--- config.mk ---
export PLATFORM = sky130hd
export DESIGN_NAME = led_pattern_ctrl
export DESIGN_NICKNAME = d
export VERILOG_FILES = /design/src/rtl/led_pattern_ctrl.sv
export SDC_FILE = /design/constraint.sdc
export NUM_CORES = 1
export LEC_CHECK = 0
export CAP_MARGIN = 10
export CORE_MARGIN = 3
export CORE_UTILIZATION = 45
export CTS_CLUSTER_SIZE = 12
export DETAILED_ROUTE_END_ITERATION = 16
export PLACE_DENSITY_LB_ADDON = 0.05
export RECOVER_POWER = 100
export SLEW_MARGIN = 20
export SYNTH_ARGS = -nofsm -noshare
export SYNTH_HDL_FRONTEND = slang
export SYNTH_SLANG_ARGS = --single-unit
export TNS_END_PERCENT = 1
--- constraint.sdc ---
create_clock -name CLK_50MHZ -period 4.5 [get_ports CLK_50MHZ]
set_input_delay 0.9 -clock CLK_50MHZ [delete_from_list [all_inputs] [get_ports CLK_50MHZ]]
set_output_delay 0.9 -clock CLK_50MHZ [all_outputs]
set_load 0.1 [all_outputs]
--- src/rtl/led_pattern_ctrl.sv ---
// ----------------------------------------------------------------------------
// led_pattern_ctrl
//
// Purpose:
//   Host-programmable LED pattern sequencer. A small write-only register file,
//   loaded over a valid/ready command port, holds the mode, step period,
//   static value and run control. A one-hot FSM times each step with a
//   down-counter and produces the next 8-bit pattern. The open-drain LED
//   driver uses led_update in place of its own free-running timer.
//
// Ports:
//   CLK_50MHZ    in   1   system clock
//   RST          in   1   asynchronous active-low reset
//   cmd_valid    in   1   command present
//   cmd_ready    out  1   command accepted when cmd_valid && cmd_ready
//   cmd_addr     in   2   register select (0 mode, 1 period, 2 static, 3 ctrl)
//   cmd_data     in  24   write data
//   led_pattern  out  8   current pattern (1 = LED on)
//   led_update   out  1   one-cycle pulse, led_pattern changed this cycle
//   running      out  1   high whenever the FSM is not idle
//   cur_mode     out  4   active mode register
//
// State table:
//   state | meaning
//   IDLE  | stopped; waits for run or a single-step request
//   WAIT  | counting down the step period
//   STEP  | one cycle after a pattern update; commands stall here
// ----------------------------------------------------------------------------
module led_pattern_ctrl #(
    parameter logic [23:0] TIMER_LOW_LIMIT = 24'h2625A0,
    parameter bit          RUN_AT_RESET    = 1'b1
) (
    input  logic        CLK_50MHZ,
    input  logic        RST,
    input  logic        cmd_valid,
    output logic        cmd_ready,
    input  logic [1:0]  cmd_addr,
    input  logic [23:0] cmd_data,
    output logic [7:0]  led_pattern,
    output logic        led_update,
    output logic        running,
    output logic [3:0]  cur_mode
);

    localparam logic [2:0] S_IDLE = 3'b001;
    localparam logic [2:0] S_WAIT = 3'b010;
    localparam logic [2:0] S_STEP = 3'b100;

    localparam logic [3:0] MODE_RANDOM = 4'd1;
    localparam logic [3:0] MODE_ROTL   = 4'd2;
    localparam logic [3:0] MODE_ROTR   = 4'd3;
    localparam logic [3:0] MODE_UP     = 4'd4;
    localparam logic [3:0] MODE_DOWN   = 4'd5;
    localparam logic [3:0] MODE_STATIC = 4'd6;

    logic [2:0]  r_state;
    logic [23:0] r_cnt;
    logic [23:0] r_period;
    logic [7:0]  r_static;
    logic [3:0]  r_mode;
    logic        r_run;
    logic [7:0]  r_lfsr;
    logic        r_step_req;
    logic        r_pend;
    logic [1:0]  r_pend_addr;
    logic [23:0] r_pend_data;
    logic [7:0]  r_led_pattern;
    logic        r_led_update;

    logic [2:0]  w_next_state;
    logic        w_accept;
    logic        w_do_step;
    logic        w_cnt_load;
    logic        w_step_take;
    logic        w_step_set;
    logic [7:0]  w_lfsr_next;
    logic [7:0]  w_next_pattern;

    // ------------------------------------------------------------------
    // FSM: state register
    // ------------------------------------------------------------------
    always_ff @(posedge CLK_50MHZ or negedge RST) begin
        if (!RST) begin
            r_state <= S_IDLE;
        end else begin
            r_state <= w_next_state;
        end
    end

    // ------------------------------------------------------------------
    // FSM: next-state logic. Dropping run wins over an expiring count.
    // ------------------------------------------------------------------
    always_comb begin
        w_next_state = S_IDLE;
        case (r_state)
            S_IDLE: begin
                if (r_run) begin
                    w_next_state = S_WAIT;
                end else if (r_step_req) begin
                    w_next_state = S_STEP;
                end else begin
                    w_next_state = S_IDLE;
                end
            end
            S_WAIT: begin
                if (!r_run) begin
                    w_next_state = S_IDLE;
                end else if (r_cnt == 24'd0) begin
                    w_next_state = S_STEP;
                end else begin
                    w_next_state = S_WAIT;
                end
            end
            S_STEP: begin
                w_next_state = r_run ? S_WAIT : S_IDLE;
            end
            default: w_next_state = S_IDLE;
        endcase
    end

    // ------------------------------------------------------------------
    // FSM: output / control decode. The pattern register is loaded on the
    // edge that enters STEP, so the update pulse coincides with the STEP
    // cycle and cmd_ready drops in that same cycle.
    // ------------------------------------------------------------------
    always_comb begin
        cmd_ready      = (r_state != S_STEP);
        running        = (r_state != S_IDLE);
        w_do_step      = (w_next_state == S_STEP);
        w_cnt_load     = (w_next_state == S_WAIT) && (r_state != S_WAIT);
        w_step_take    = (r_state == S_IDLE) && w_do_step;
        w_lfsr_next    = {r_lfsr[6:0], r_lfsr[7] ^ r_lfsr[5] ^ r_lfsr[4] ^ r_lfsr[3]};
        w_next_pattern = r_led_pattern;
        case (r_mode)
            MODE_RANDOM: w_next_pattern = w_lfsr_next;
            MODE_ROTL:   w_next_pattern = {r_led_pattern[6:0], r_led_pattern[7]};
            MODE_ROTR:   w_next_pattern = {r_led_pattern[0], r_led_pattern[7:1]};
            MODE_UP:     w_next_pattern = r_led_pattern + 8'd1;
            MODE_DOWN:   w_next_pattern = r_led_pattern - 8'd1;
            MODE_STATIC: w_next_pattern = r_static;
            default:     w_next_pattern = r_led_pattern;
        endcase
    end

    assign w_accept   = cmd_valid && cmd_ready;
    assign w_step_set = r_pend && (r_pend_addr == 2'd3) && r_pend_data[1] && !r_pend_data[0];

    // ------------------------------------------------------------------
    // Command capture. Accepted writes are held one cycle and applied on
    // the following edge, so nothing on cmd_* reaches an output directly.
    // ------------------------------------------------------------------
    always_ff @(posedge CLK_50MHZ or negedge RST) begin
        if (!RST) begin
            r_pend      <= 1'b0;
            r_pend_addr <= 2'd0;
            r_pend_data <= 24'd0;
        end else begin
            r_pend <= w_accept;
            if (w_accept) begin
                r_pend_addr <= cmd_addr;
                r_pend_data <= cmd_data;
            end
        end
    end

    // ------------------------------------------------------------------
    // Register file
    // ------------------------------------------------------------------
    always_ff @(posedge CLK_50MHZ or negedge RST) begin
        if (!RST) begin
            r_mode   <= MODE_ROTL;
            r_period <= TIMER_LOW_LIMIT;
            r_static <= 8'h00;
            r_run    <= RUN_AT_RESET;
        end else if (r_pend) begin
            case (r_pend_addr)
                2'd0: r_mode   <= r_pend_data[3:0];
                2'd1: r_period <= (r_pend_data < TIMER_LOW_LIMIT) ? TIMER_LOW_LIMIT : r_pend_data;
                2'd2: r_static <= r_pend_data[7:0];
                2'd3: r_run    <= r_pend_data[0];
                default: ;
            endcase
        end
    end

    // Single-step request stays armed until IDLE consumes it; any run=1
    // period discards it.
    always_ff @(posedge CLK_50MHZ or negedge RST) begin
        if (!RST) begin
            r_step_req <= 1'b0;
        end else if (w_step_set) begin
            r_step_req <= 1'b1;
        end else if (w_step_take || r_run) begin
            r_step_req <= 1'b0;
        end
    end

    // ------------------------------------------------------------------
    // Step timer: loaded with period-1 on entry to WAIT, terminal count 0.
    // ------------------------------------------------------------------
    always_ff @(posedge CLK_50MHZ or negedge RST) begin
        if (!RST) begin
            r_cnt <= 24'd0;
        end else if (w_cnt_load) begin
            r_cnt <= r_period - 24'd1;
        end else if ((r_state == S_WAIT) && (r_cnt != 24'd0)) begin
            r_cnt <= r_cnt - 24'd1;
        end
    end

    // ------------------------------------------------------------------
    // Pattern datapath
    // ------------------------------------------------------------------
    always_ff @(posedge CLK_50MHZ or negedge RST) begin
        if (!RST) begin
            r_led_pattern <= 8'h01;
            r_led_update  <= 1'b0;
            r_lfsr        <= 8'h01;
        end else begin
            r_led_update <= w_do_step;
            if (w_do_step) begin
                r_led_pattern <= w_next_pattern;
            end
            if (w_do_step && (r_mode == MODE_RANDOM)) begin
                r_lfsr <= w_lfsr_next;
            end
        end
    end

    assign led_pattern = r_led_pattern;
    assign led_update  = r_led_update;
    assign cur_mode    = r_mode;

endmodule

Word-level counts from Yosys, hierarchy flattened:

Cells that the tools add are included.

* logic and storage cells: 71
* bits in registers: 109
* output and inout bits: 15

* reductions and logical operators: 21
* add/sub/neg operators: 4
* mux-type cells: 12
* order comparisons: 1
* bitwise gates (word level): 3
* equality and inequality tests: 17

Operators by type and width (number)
* 24-bit 2-to-1 mux: 3
* 8-bit one-hot mux with 6 select lines: 1
* 24-bit by 1-bit subtractor with 24-bit output (second input constant): 2
* 24-bit zero test: 1
* 24-bit by 22-bit < comparator with 1-bit output (second input constant): 1
* 24-bit nonzero test: 1
* 4-bit by 3-bit == test with 1-bit output (second input constant): 3
* 3-bit 2-to-1 mux: 4
* 2-bit AND reduction: 5
* 3-bit one-hot mux with 3 select lines: 1
* 8-bit by 1-bit adder with 8-bit output (second input constant): 1
* 4-bit by 2-bit == test with 1-bit output (second input constant): 2
* 1-bit logical AND: 8
* 8-bit by 1-bit subtractor with 8-bit output (second input constant): 1
* 3-bit by 2-bit == test with 1-bit output (second input constant): 2
* 3-bit == test (second input constant): 2
* 6-bit nonzero test: 1
* 2-bit == test (second input constant): 2
* 4-bit by 1-bit == test with 1-bit output (second input constant): 1
* 2-bit nonzero test: 2
* 3-bit by 1-bit == test with 1-bit output (second input constant): 1
* 3-bit by 1-bit != test with 1-bit output (second input constant): 1
* 3-bit by 2-bit != test with 1-bit output (second input constant): 1
* 3-bit != test (second input constant): 1
* other kinds (7): 10

Depth between registers and ports, before layout:

* depth in word-level cells: 9
* gate-level depth with buffers: 14

Worst setup path after synthesis:

OpenSTA, ideal clock, no wires.

* path type: register -> register
* start: reg r_mode[0], in the netlist cur_mode[0]
* end: reg r_led_pattern[5], in the netlist led_pattern[5]
* stages on the path, launching flop included: 13
* period minus slack after synthesis: 3659 ps
* arrival: 3533 ps
* path slack: 841 ps
* cells stage by stage: dfrtp_1 clkbuf_8 buf_6 inv_1 nor3_1 ha_1 a211oi_1 nor2_1 o21a_1 nor2_1 xnor2_1 a221o_1 mux2_2

* word-level cells in the longest chain between the ends: 3
* elaborated cells on any way between the ends: 9
* those cells by class: eq/ne: 6; mux: 1; reduce/logical: 2

Ends and longest elaborated chain
* start, declared: line 60 `logic [3:0] r_mode;`
* start signal, assigned: line 177 `2'd0: r_mode <= r_pend_data[3:0];`
* 4-bit by 1-bit == test with 1-bit output, or another cell as far along: line 134 `case (r_mode)`
* 6-bit nonzero test (no line)
* 2-bit AND reduction (no line)
* end signal, assigned: line 222 `r_led_pattern <= w_next_pattern;`
* end, declared: line 67 `logic [7:0] r_led_pattern;`

Parallel ways exist; a longest one is shown, timed or not.
A chain may end at the register's enable or synchronous reset.

Worst setup path after layout:

* start: reg r_cnt[3]
* end: reg r_led_pattern[2], in the netlist led_pattern[2]

* word-level cells in the longest chain between the ends: 6

Ends and longest elaborated chain
* start, declared: line 57 `logic [23:0] r_cnt;`
* start signal, assigned: line 205 `r_cnt <= r_period - 24'd1;`
* start signal, assigned: line 207 `r_cnt <= r_cnt - 24'd1;`
* 24-bit zero test: line 108 `end else if (r_cnt == 24'd0) begin`
* 3-bit 2-to-1 mux: line 108
* 3-bit 2-to-1 mux: line 106 `if (!r_run) begin`
* 3-bit one-hot mux with 3 select lines: line 95 `case (r_state)`
* named net w_next_state[2]: line 70 `logic [2:0] w_next_state;`
* 3-bit == test: line 129 `w_do_step = (w_next_state == S_STEP);`
* 2-bit AND reduction (no line)

The timed path passes the listed nets, and every way through them passes these cells.

==> summary.md <==
Of the cells placed in the final design, the portion with a size suffix greater than 1 is 10.8%. The tools report the number of nets with antenna violations after routing as 0. Clock-pin slew was measured on the worst setup and hold paths at 80 ps. TritonCTS built the clock tree. Subtracting the final worst setup slack from the clock period gives 3750 ps. By startpoint and endpoint, the worst setup path is classified as reg -> reg.

The first global-routing pass estimated 23300 um of wire. The worst register-to-register path has a setup slack of 750 ps. The number of synthesized register bits is 109, and the routed wire length per instance is 16.8 um. The layout net count is 682, and the placement row count is 41. For the achievable clock frequency, the log shows 266 MHz. The run gives 0 as the hold violation total from the final report.

The H-tree was split into 3 levels. The run gives 329 as the count of routing violations after the opening detailed-route iteration. The initial antenna violation count is 0.

From bottom edge to top edge, the die measures 121 um. The buffer count from post-CTS setup fixing was 0; the number of instances on the worst hold path was 2. Kind of launch point of the worst setup path: a register. During placement, the flow inserted port buffers numbering 43. The cell count after synthesis came out at 614. The number of cells after detailed placement is 806.

The reported leakage power came out at 2.92 nW. Using the TritonRoute via totals, the vias-per-cell ratio works out to 5.50. The tools report the post-synthesis cell type count as 69. The worst hold path begins at r_period[21]$_DFFE_PN1P_.

The run gives 48 as the maximum number of pins on one net before global-route repair. After detailed routing, the number of remaining DRC violations is 0. The tools report the number of nets in the synthesized netlist as 651. The tools report the via count of the first global-routing pass as 4368.

The final core area utilization was 52.4%. For the die footprint, the log shows 0.0146 mm^2. Antenna cell count: 0. The logs give 492 ps for the worst hold-check slack and 0.0128 mm^2 for the core region area.

In this run, CTS created clock tree buffers numbering 9. The number of hold buffers added after CTS was 0. In this run the critical register-to-register path is launched from r_cnt[3]$_DFFE_PN0P_. Setup repair after global routing left no endpoint under its margin. The worst register-to-register path ends at led_pattern[2]$_DFFE_PN0P_. The total number of clock tree sinks was 109. Together, buffers and inverters on the worst path number 0. The clock passes through at most 2 buffers. Clock skew on the completed layout was measured at 10.5 ps.

The effective utilization at floorplan is 46.6%, and the total negative slack for setup checks is 0 ps. The flow ran to the end, but the final reports show violations. Data on the critical path arrives at its endpoint at 4000 ps.

The HPWL after detailed placement is 10200 um. The required time of the critical path is 4750 ps. The finished layout holds 822 standard cells, fillers aside. For this block, the via count after detailed routing is 4522. Post-CTS repair changed the size of 0 cells. The tool flagged a number of max-cap violations equal to 3. The signal on the critical path passes through or4_4, nor3b_1, and2_0, nand4b_4, a21oi_1, o311ai_0, mux2_2. Sequential cells were found to cover 46.1% of the synthesized design area. Yosys mapped a number of flops with a built-in enable equal to 0. The fraction of the cycle the final worst path needs came out at 83.4%. In this run the worst path has a maximum fanout of 8.

The min-delay analysis places its worst path in the category reg -> reg. Routability-driven placement finished with a final weighted congestion of 0.901. For the worst slew margin relative to its limit, the log shows -69.6%. Cell with the largest stage delay on the worst path: sky130_fd_sc_hd__o311ai_0. The run gives 0.00595 mm^2 as the area of the mapped netlist. In this run the count of I/O pins placed on the die edge is 44. Before antenna repair, the detailed router went through 5 iterations. The tools report the clock latency at the later pin of the worst-skew pair as 360 ps.

The transition time of the tightest slew-check pin is 2540 ps, and the depth of the most critical reg-to-reg path is 7. STA classifies the critical path endpoint as a register. In this run the mean area of a mapped cell was 9.69 um^2. The clock root buffer is sky130_fd_sc_hd__clkbuf_16. The Yosys step of the flow raised 0 warnings.

The overall routing resource usage is 20.2%, and the fraction of registers with async set or reset after synthesis is 100%. The global route total overflow was 0. In this design, the stage delay of the slowest critical-path cell is 740 ps. The tools report the total wire length after detailed routing as 13800 um.

Broken down by cell family, the worst path's largest delay share belongs to simple AND/OR/NAND/NOR gates. The number of max-slew violations in the final report is 79, and the die span in x is 121 um. From synthesis to final layout, the design area changed by 12.5%. The final reports fail on capacitance limit, slew limit. The top flip-flop cell by instance count after synthesis is sky130_fd_sc_hd__dfrtp_1. The worst hold path terminates at r_period[21]$_DFFE_PN1P_.

Setup violations remaining at the end of the flow were counted as 0. For this design the ratio of total power to cell area is 522 mW/mm^2. VDD sags by at most 0.281 mV.
-- metrics by stage --
step           setup slack (ps)  total power [mW]  instance area, um^2
6_report                    747              3.50                 6700
5_1_grt                     628              3.73                 6700
4_1_cts                     940              3.56                 6770
3_5_place_dp                974              2.78                 6480
3_3_place_gp               1120              2.76                 6480
2_1_floorplan               841              2.45                 5950
-- power by group --
part           internal, mW  switching, mW
sequential             1.24          0.327
combinational         0.470          0.700
clock                 0.388          0.377
-- layer usage --
| metal | share of wire [%] | track usage [%] | vias to the layer above |
|---|---|---|---|
| met5 | 0 | 0 | - |
| met2 | 42 | 27.4 | 81 |
| li1 | - | - | 2234 |
| met4 | 1.3 | 5.95 | 0 |
| met3 | 4.6 | 4.52 | 12 |
| met1 | 52 | 31.8 | 2195 |
-- placed cells by master, fill, tap and decap left out, types with 3 or more instances in the layout --
master	instances
sky130_fd_sc_hd__nand2_1	121
sky130_fd_sc_hd__dfrtp_1	96
sky130_fd_sc_hd__nor2_1	47
sky130_fd_sc_hd__xor2_1	29
sky130_fd_sc_hd__a21oi_1	27
sky130_fd_sc_hd__clkdlybuf4s50_1	27
sky130_fd_sc_hd__mux2_2	26
sky130_fd_sc_hd__o21ai_0	23
sky130_fd_sc_hd__nand3_1	18
sky130_fd_sc_hd__xnor2_1	16
sky130_fd_sc_hd__nor3_1	16
sky130_fd_sc_hd__dlygate4sd3_1	15
sky130_fd_sc_hd__mux2i_1	14
sky130_fd_sc_hd__a22o_1	13
sky130_fd_sc_hd__dfstp_2	12
sky130_fd_sc_hd__inv_1	10
sky130_fd_sc_hd__clkbuf_16	9
sky130_fd_sc_hd__o211ai_1	8
sky130_fd_sc_hd__nand2b_1	7
sky130_fd_sc_hd__nand3b_1	7
sky130_fd_sc_hd__o22a_1	7
sky130_fd_sc_hd__nor4_1	7
sky130_fd_sc_hd__a31oi_1	7
sky130_fd_sc_hd__ha_1	7
sky130_fd_sc_hd__or3_1	6
sky130_fd_sc_hd__or4_1	5
sky130_fd_sc_hd__nor3b_1	3
sky130_fd_sc_hd__a211oi_1	3
sky130_fd_sc_hd__or2_2	3
sky130_fd_sc_hd__a21o_1	3
sky130_fd_sc_hd__a221o_1	3
-- area by class of cell --
cell class | instances | area (um^2)
clock buffer | 10 | 229
clock inverter | 6 | 53.8
fill | 1177 | 6070
inverter | 10 | 37.5
multi-input combinational | 469 | 2980
sequential | 109 | 2740
tap | 172 | 215
timing repair buffer | 46 | 442
-- Yosys cell counts (all sizes together), types with 5 or more instances --
cell type | instances | area share [%]
o22a | 7 | 1.0
inv | 10 | 0.63
nor2 | 48 | 3.0
ha | 7 | 1.5
or3 | 8 | 0.88
xnor2 | 16 | 2.4
a31oi | 7 | 0.74
mux2 | 26 | 4.9
a22o | 13 | 1.9
a21oi | 27 | 2.5
xor2 | 29 | 4.3
clkbuf | 18 | 1.3
o21ai | 24 | 2.0
nor3 | 16 | 1.4
buf | 7 | 1.1
or4 | 6 | 0.82
nand2 | 121 | 7.6
mux2i | 14 | 2.4
nand3b | 7 | 0.88
nand2b | 7 | 0.74
dfrtp | 96 | 40
nor4 | 8 | 1.1
nand3 | 18 | 1.5
o211ai | 8 | 1.0
or2 | 5 | 0.53
dfstp | 13 | 5.7
-- state kept, by name (all words and copies together) (netlist names) --
register     count
r_cnt           24
r_pend_data     24
r_period        24
led_pattern      8
r_lfsr           8
r_static         8
cur_mode         4
r_state          3
r_pend_addr      2
led_update       1
r_pend           1
r_run            1
r_step_req       1
-- cells by family (layout without fill, tap and decap cells) --
| group | after synthesis | count (layout) | synth area share, % |
|---|---|---|---|
| flip-flops | 109 | 109 | 46.1 |
| XOR/XNOR | 45 | 45 | 6.62 |
| AND/OR/NAND/NOR | 257 | 257 | 20.8 |
| adder cells (fa/ha/maj) | 8 | 8 | 1.81 |
| AO/OA/AOI/OAI | 119 | 119 | 14.2 |
| buffers and inverters | 36 | 72 | 3.22 |
| multiplexers | 40 | 40 | 7.27 |
-- tightest hold or removal path, cell delays in order (launching register included) --
cell and delay (ps):
sky130_fd_sc_hd__dfstp_2 390, sky130_fd_sc_hd__nand2_1 60, sky130_fd_sc_hd__nand2_1 40
-- how the worst max path moves through the flow --
stage / startpoint / to / slack [ps] / cells after the start
after CTS: cur_mode[0]$_DFFE_PN0P_ / led_pattern[7]$_DFFE_PN0P_ / 940 / 10
final: r_cnt[3]$_DFFE_PN0P_ / led_pattern[2]$_DFFE_PN0P_ / 750 / 7
after global routing: RST / r_pend_addr[1]$_DFFE_PN0P_ / 630 / 2
after detailed placement: cur_mode[0]$_DFFE_PN0P_ / led_pattern[7]$_DFFE_PN0P_ / 970 / 10
after global placement: cur_mode[0]$_DFFE_PN0P_ / led_pattern[5]$_DFFE_PN0P_ / 1120 / 10
after floorplan: cur_mode[0]$_DFFE_PN0P_ / led_pattern[5]$_DFFE_PN0P_ / 840 / 12
Note: power is estimated with default switching activity, not from simulation.
